### src/rtl/softmax_bwd_seq_pkg.sv
// Shared widths, state encoding and Q-format types for the softmax backward engine.
package softmax_pkg;

    localparam int LEN_DEF   = 8;
    localparam int Y_W_DEF   = 16;
    localparam int G_W_DEF   = 16;
    localparam int OUT_W_DEF = 16;

    function automatic int acc_w(input int y_w, input int g_w, input int len);
        return y_w + g_w + 1 + $clog2(len);
    endfunction

    function automatic int s_w(input int g_w, input int len);
        return g_w + 1 + $clog2(len);
    endfunction

    typedef enum logic [1:0] {LOAD, CALC, PRIME, EMIT} sm_bwd_state_t;

    typedef logic        [Y_W_DEF-1:0] prob_t;  // unsigned Q0.16
    typedef logic signed [G_W_DEF-1:0] grad_t;  // signed Q8.8

endpackage

### src/rtl/softmax_bwd_seq_if.sv
// Input (y, g) stream and output dx stream of the softmax backward engine.
interface softmax_bwd_seq_if #(
    parameter int Y_W   = 16,
    parameter int G_W   = 16,
    parameter int OUT_W = 16
);
    // Both streams: a beat transfers on a rising clk edge where valid && ready;
    // the source holds valid and data stable until that edge, ready never waits on valid.
    logic                    in_valid;
    logic                    in_ready;
    logic        [Y_W-1:0]   in_y;
    logic signed [G_W-1:0]   in_g;
    logic                    out_valid;
    logic                    out_ready;
    logic signed [OUT_W-1:0] out_dx;
    logic                    out_last;

    modport slave (
        input  in_valid, in_y, in_g, out_ready,
        output in_ready, out_valid, out_dx, out_last
    );

    modport master (
        output in_valid, in_y, in_g, out_ready,
        input  in_ready, out_valid, out_dx, out_last
    );

endinterface

### src/rtl/softmax_bwd_seq_scale.sv
// dx = (y * diff) >>> Y_W reduced to OUT_W bits.
// SOFTMAX_BWD_SAT_EN selects saturation; otherwise the result wraps.
module softmax_bwd_scale
    import softmax_pkg::*;
#(
    parameter int Y_W   = Y_W_DEF,
    parameter int S_W   = 20,
    parameter int OUT_W = OUT_W_DEF
) (
    input  logic        [Y_W-1:0]   i_y,
    input  logic signed [S_W:0]     i_diff,
    output logic signed [OUT_W-1:0] o_dx
);

    localparam int P_W = Y_W + S_W + 2;

    logic signed [P_W-1:0] w_prod;

    assign w_prod = P_W'($signed({1'b0, i_y})) * P_W'(i_diff);

`ifdef SOFTMAX_BWD_SAT_EN
    localparam logic signed [P_W-1:0] MAX_V = {{(P_W-OUT_W+1){1'b0}}, {(OUT_W-1){1'b1}}};
    localparam logic signed [P_W-1:0] MIN_V = {{(P_W-OUT_W+1){1'b1}}, {(OUT_W-1){1'b0}}};

    logic signed [P_W-1:0] w_full;

    assign w_full = w_prod >>> Y_W;

    always_comb begin
        o_dx = w_full[OUT_W-1:0];
        if (w_full > MAX_V) begin
            o_dx = {1'b0, {(OUT_W-1){1'b1}}};
        end else if (w_full < MIN_V) begin
            o_dx = {1'b1, {(OUT_W-1){1'b0}}};
        end
    end
`else
    assign o_dx = OUT_W'(w_prod >>> Y_W);
`endif

endmodule

### src/rtl/softmax_bwd_seq.sv
// Streaming softmax backward: buffers LEN (y, g) beats, forms s = sum y*g, emits dx_i = y_i*(g_i - s).
// Optional build macro SOFTMAX_BWD_SAT_EN saturates dx instead of wrapping.
module softmax_bwd_seq
    import softmax_pkg::*;
#(
    parameter int LEN   = LEN_DEF,
    parameter int Y_W   = Y_W_DEF,
    parameter int G_W   = G_W_DEF,
    parameter int OUT_W = OUT_W_DEF
) (
    input  logic          clk,
    input  logic          rst_n,
    softmax_bwd_seq_if.slave bus,
    output logic          busy,
    output sm_bwd_state_t o_dbg_state
);

    localparam int ACC_W  = acc_w(Y_W, G_W, LEN);
    localparam int S_W    = s_w(G_W, LEN);
    localparam int PROD_W = Y_W + G_W + 1;
    localparam int IDX_W  = $clog2(LEN);
    localparam logic [IDX_W-1:0] LAST_IDX = IDX_W'(LEN - 1);

    sm_bwd_state_t r_state;
    sm_bwd_state_t w_next_state;

    logic        [IDX_W-1:0]  r_idx;
    logic        [IDX_W-1:0]  w_sel_idx;
    logic signed [ACC_W-1:0]  r_acc;
    logic signed [S_W-1:0]    r_s;
    logic        [Y_W-1:0]    r_y [LEN];
    logic signed [G_W-1:0]    r_g [LEN];
    logic signed [OUT_W-1:0]  r_dx;
    logic signed [OUT_W-1:0]  w_dx;
    logic                     r_out_valid;
    logic                     r_out_last;
    logic                     w_in_fire;
    logic                     w_out_fire;
    logic                     w_idx_last;
    logic signed [PROD_W-1:0] w_prod;
    logic signed [S_W:0]      w_diff;

    assign w_in_fire  = bus.in_valid && (r_state == LOAD);
    assign w_out_fire = r_out_valid && bus.out_ready;
    assign w_idx_last = (r_idx == LAST_IDX);
    assign w_prod     = PROD_W'($signed({1'b0, bus.in_y})) * PROD_W'(bus.in_g);

    // PRIME computes element 0 (idx is 0 there); EMIT precomputes the element after the one on the bus.
    assign w_sel_idx = (r_state == EMIT && !w_idx_last) ? r_idx + IDX_W'(1) : r_idx;
    assign w_diff    = (S_W+1)'(r_g[w_sel_idx]) - (S_W+1)'(r_s);

    softmax_bwd_scale #(
        .Y_W   (Y_W),
        .S_W   (S_W),
        .OUT_W (OUT_W)
    ) u_scale (
        .i_y    (r_y[w_sel_idx]),
        .i_diff (w_diff),
        .o_dx   (w_dx)
    );

    always_ff @(posedge clk or negedge rst_n) begin
        if (!rst_n) begin
            r_state <= LOAD;
        end else begin
            r_state <= w_next_state;
        end
    end

    always_comb begin
        w_next_state = r_state;
        case (r_state)
            LOAD:    if (w_in_fire && w_idx_last) w_next_state = CALC;
            CALC:    w_next_state = PRIME;
            PRIME:   w_next_state = EMIT;
            EMIT:    if (w_out_fire && w_idx_last) w_next_state = LOAD;
            default: w_next_state = LOAD;
        endcase
    end

    always_ff @(posedge clk or negedge rst_n) begin
        if (!rst_n) begin
            r_idx       <= '0;
            r_acc       <= '0;
            r_s         <= '0;
            r_dx        <= '0;
            r_out_valid <= 1'b0;
            r_out_last  <= 1'b0;
        end else begin
            case (r_state)
                LOAD: begin
                    if (w_in_fire) begin
                        r_acc <= r_acc + ACC_W'(w_prod);
                        r_idx <= w_idx_last ? '0 : r_idx + IDX_W'(1);
                    end
                end
                CALC: begin
                    r_s <= S_W'(r_acc >>> Y_W);
                end
                PRIME: begin
                    r_dx        <= w_dx;
                    r_out_valid <= 1'b1;
                    r_out_last  <= (LEN == 1);
                end
                EMIT: begin
                    if (w_out_fire) begin
                        if (w_idx_last) begin
                            r_out_valid <= 1'b0;
                            r_out_last  <= 1'b0;
                            r_acc       <= '0;
                            r_idx       <= '0;
                        end else begin
                            r_idx      <= w_sel_idx;
                            r_dx       <= w_dx;
                            r_out_last <= (w_sel_idx == LAST_IDX);
                        end
                    end
                end
                default: ;
            endcase
        end
    end

    // The element buffer is fully rewritten before it is read, so it carries no reset.
    always_ff @(posedge clk) begin
        if (w_in_fire) begin
            r_y[r_idx] <= bus.in_y;
            r_g[r_idx] <= bus.in_g;
        end
    end

    assign bus.in_ready  = (r_state == LOAD);
    assign bus.out_valid = r_out_valid;
    assign bus.out_dx    = r_dx;
    assign bus.out_last  = r_out_last;
    assign busy          = !((r_state == LOAD) && (r_idx == '0));
    assign o_dbg_state   = r_state;

endmodule

### src/flat_wrapper.sv
// flat-port wrapper written by rule: the top's interface ports become plain ports
module softmax_bwd_seq_flat import softmax_pkg::*;
#(
    parameter int LEN   = LEN_DEF,
    parameter int Y_W   = Y_W_DEF,
    parameter int G_W   = G_W_DEF,
    parameter int OUT_W = OUT_W_DEF
)
  (clk, rst_n, busy, o_dbg_state, bus_in_valid, bus_in_y, bus_in_g, bus_out_ready, bus_in_ready, bus_out_valid, bus_out_dx, bus_out_last);
  softmax_bwd_seq_if #(.Y_W(Y_W), .G_W(G_W), .OUT_W(OUT_W)) bus_i ();
  input  logic clk;
  input  logic rst_n;
  output logic busy;
  output sm_bwd_state_t o_dbg_state;
  input wire logic [$bits(bus_i.in_valid)-1:0] bus_in_valid;
  input wire logic [$bits(bus_i.in_y)-1:0] bus_in_y;
  input wire logic [$bits(bus_i.in_g)-1:0] bus_in_g;
  input wire logic [$bits(bus_i.out_ready)-1:0] bus_out_ready;
  output wire logic [$bits(bus_i.in_ready)-1:0] bus_in_ready;
  output wire logic [$bits(bus_i.out_valid)-1:0] bus_out_valid;
  output wire logic [$bits(bus_i.out_dx)-1:0] bus_out_dx;
  output wire logic [$bits(bus_i.out_last)-1:0] bus_out_last;
  assign bus_i.in_valid = bus_in_valid;
  assign bus_i.in_y = bus_in_y;
  assign bus_i.in_g = bus_in_g;
  assign bus_i.out_ready = bus_out_ready;
  assign bus_in_ready = bus_i.in_ready;
  assign bus_out_valid = bus_i.out_valid;
  assign bus_out_dx = bus_i.out_dx;
  assign bus_out_last = bus_i.out_last;
  softmax_bwd_seq #(.LEN(LEN), .Y_W(Y_W), .G_W(G_W), .OUT_W(OUT_W)) u_core (.clk(clk), .rst_n(rst_n), .bus(bus_i), .busy(busy), .o_dbg_state(o_dbg_state));
endmodule
### config.mk
export PLATFORM = sky130hd
export DESIGN_NAME = softmax_bwd_seq_flat
export DESIGN_NICKNAME = d
export VERILOG_FILES = /design/src/rtl/softmax_bwd_seq_pkg.sv /design/src/rtl/softmax_bwd_seq_if.sv /design/src/rtl/softmax_bwd_seq_scale.sv /design/src/rtl/softmax_bwd_seq.sv /design/src/flat_wrapper.sv
export SDC_FILE = /design/constraint.sdc
export NUM_CORES = 2
export LEC_CHECK = 0
export BUFFER_PORTS_ARGS = -buffer_cell sky130_fd_sc_hd__buf_2
export CORE_ASPECT_RATIO = 0.75
export CORE_UTILIZATION = 60
export CTS_CLUSTER_SIZE = 20
export DETAILED_ROUTE_END_ITERATION = 8
export PLACE_DENSITY_LB_ADDON = 0.1
export SLEW_MARGIN = 10
export SYNTH_ARGS = -nofsm -noshare
export SYNTH_HDL_FRONTEND = slang
export SYNTH_SLANG_ARGS = --single-unit
### constraint.sdc
create_clock -name clk -period 24.7 [get_ports clk]
set_clock_uncertainty 0.15 [all_clocks]
set_input_delay 3.705 -clock clk [delete_from_list [all_inputs] [get_ports clk]]
set_output_delay 3.705 -clock clk [all_outputs]
set_load 0.02 [all_outputs]
==> results.sh <==
export IMPL_synth_distinct_cells=72
export IMPL_finalCriticalPeriod_ns=12.96
export IMPL_cp_common_cell="fa_1"
export IMPL_final_antenna_net_count=0
export IMPL_cp_slowest_cell="nor2b_1"
export IMPL_cts_sinks=335
export IMPL_start_kind="register"
export IMPL_yosys_area_share_xor_xnor_pct=2.43
export IMPL_synth_top_area_cell="fa_1"
export IMPL_hpwl_um=61500
export IMPL_slowest_delay_ns=0.68
export IMPL_drt_iter0_drc=1815
export IMPL_critPathKind="reg2reg"
export IMPL_gr_usage_all_layers_pct=30.7
export IMPL_worstRegToRegCells=41
export IMPL_synth_seq_cells=335
export IMPL_start_util_pct=61.3
export IMPL_yosys_area_share_simple_pct=10.6
export IMPL_place_inst=3816
export IMPL_worstPathRequired_ns=25.00
export IMPL_setup_tns_ns=0
export IMPL_numCtsBuffers=36
export IMPL_synthFlopType="edfxtp_1"
export IMPL_netlist_area_leader_share_pct=30.5
export IMPL_timing_rr_start="u_core.r_idx[0]"
export IMPL_synth_compound_area_share_pct=5.03
export IMPL_drc=0
export IMPL_arrival_ns=13.27
export IMPL_worst_slew_margin_rel_pct=12.7
export IMPL_worstSkewPairLatency_ns=0.57
export IMPL_clk_pin_slew_ns=0.06
export IMPL_die_x_um=276
export IMPL_synth_top_family_by_area="adder cells"
export IMPL_grt_pass1_vias=24600
export IMPL_row_count=74
export IMPL_ioPinCount=58
export IMPL_timing_rr_end="u_core.bus.out_dx[15]"
export IMPL_worstHoldPathType="reg2reg"
export IMPL_synth_common_cells="673 x inv_1, 514 x fa_1, 411 x nand2_1"
export IMPL_holdPathStages=2
export IMPL_rsz0062_at_grt="false"
export IMPL_wirelength_um=81200
export IMPL_cts_buffer_depth=3
export IMPL_antennaDiodeCount=0
export IMPL_grt_max_degree=60
export IMPL_synth_edf_count=256
export IMPL_htreeDepth=2
export IMPL_avgSynthCellArea_sq_um=10.8
export IMPL_min_to="u_core.bus.out_dx[0]"
export IMPL_crit_fanout=38
export IMPL_holdBufCountCts=0
export IMPL_coreArea_sq_mm=0.0550
export IMPL_firstDrtPassIters=5
export IMPL_wl_per_cell_um=20.9
export IMPL_cts_tree="done"
export IMPL_synth_area_top_cells="fa_1 31%, edfxtp_1 23%, ha_1 8.6%"
export IMPL_dr_total_vias=22200
export IMPL_dieHeight_um=207
export IMPL_ctsRootBufferMaster="clkbuf_16"
export IMPL_status="complete, no violations"
export IMPL_regToRegSetupSlack_ns=11.74
export IMPL_gp_congestion=0.894
export IMPL_postCtsSetupBuffers=0
export IMPL_syn_nets=3896
export IMPL_nets=3915
export IMPL_synth_most_common_cell="inv_1"
export IMPL_ctsResizeCount=0
export IMPL_fmax_ghz=0.0771
export IMPL_synth_fa_ha_area_share_pct=39.2
export IMPL_fillers=4327
export IMPL_io_buffers=57
export IMPL_hold_violations=0
export IMPL_endpoint_kind="register"
export IMPL_grt_overflow=0
export IMPL_dieArea_sq_mm=0.0571
export IMPL_drv_slew=0
export IMPL_syn_area_sq_mm=0.0337
export IMPL_finalNonFillerCells=3880
export IMPL_yosys_warnings=0
export IMPL_min_from="u_core.bus.out_dx[0]"
export IMPL_yosysSeqAreaShare_pct=28.7
export IMPL_vias_per_cell=5.72
export IMPL_area_growth_pct=6.78
export IMPL_drv_cap=0
export IMPL_drive_above_1_share_pct=8.33
export IMPL_synthMuxAreaShare_pct=5.40
export IMPL_setup_viol=0
export IMPL_period_share_pct=52.5
export IMPL_antenna_found_initial=3
export IMPL_synth_cells=3113
export IMPL_grt_pass1_wl_um=134000
export IMPL_tightest_slew_ns=1.30
export IMPL_async_flop_share_pct=23.6
[logic make-up (layout without fill, tap and decap cells)]
kind of cell | Yosys count | after routing
flops | 335 | 335
buf+inv | 778 | 823
fa+ha+maj | 747 | 747
compound gates | 257 | 257
xor+xnor | 88 | 88
mux | 102 | 102
simple gates | 806 | 806
[stage by stage]
stage / setup WS [ns] / instance area (sq um) / hold WS [ns] / utilization, %
after CTS: 11.79 / 36000 / 0.325 / 65.4
after detailed placement: 11.85 / 34800 / 0.313 / 63.3
after global routing: 11.00 / 36000 / 0.340 / 65.4
final: 11.74 / 36000 / 0.323 / 65.4
after floorplan: 13.71 / 33700 / 0.300 / -
after global placement: 11.99 / 34800 / 0.309 / 63.3
[layer usage]
metal	vias up	part of all wire, %	global-route usage (%)
li1	9787	-	-
met4	4	1.5	5.38
met5	-	0.033	0
met3	106	10	9.08
met2	856	45	46.7
met1	11400	43	44.4
[placed cells by master (no fill, tap or decap), drive strengths merged, types with 47 or more instances in the layout]
cell	n
fa	514
mux4	60
buf	85
dfrtp	79
a21oi	47
xnor2	52
nand2	411
ha	233
and2	110
o21ai	82
nor2	171
edfxtp	256
inv	678
[state kept, by name, summed over array words and instances (netlist names)]
signal / flops
u_core.o_dbg_state: 2
u_core.r_idx: 3
u_core.bus.out_dx: 16
u_core.r_s: 20
u_core.bus.out_last: 1
u_core.r_g: 128
u_core.r_acc: 36
u_core.r_y: 128
u_core.bus.out_valid: 1
[cell type report]
cell class	count	area, sq um	share of cell area (%)
timing repair buffer	85	498	1.38
tap	722	903	2.51
inverter	674	2530	7.03
clock inverter	20	248	0.688
sequential	335	9660	26.9
clock buffer	44	951	2.64
multi-input combinational	2000	21200	58.9
[critical path, delay by kind of cell (launching register included)]
kind | cells | cell delay, ns
flip-flops | 1 | 0.48
XOR/XNOR | 4 | 0.73
buffers and inverters | 7 | 1.50
AND/OR/NAND/NOR | 5 | 1.66
adder cells (fa/ha/maj) | 11 | 4.48
AO/OA/AOI/OAI | 11 | 2.72
multiplexers | 3 | 1.06
[how the worst max path moves through the flow]
stage / end / slack [ns] / from
2_1_floorplan: u_core.bus.out_dx[15] / 13.71 / u_core.r_idx[0]
5_1_grt: u_core.bus.out_dx[15] / 11.00 / u_core.r_idx[0]
3_3_place_gp: u_core.bus.out_dx[15] / 11.99 / u_core.r_idx[0]
4_1_cts: u_core.bus.out_dx[15] / 11.79 / u_core.r_idx[0]
3_5_place_dp: u_core.bus.out_dx[15] / 11.85 / u_core.r_idx[0]
6_report: u_core.bus.out_dx[15] / 11.74 / u_core.r_idx[0]
Power is not shown: default switching activity piles up to over one toggle a cycle in this logic, so the estimate is an artifact.
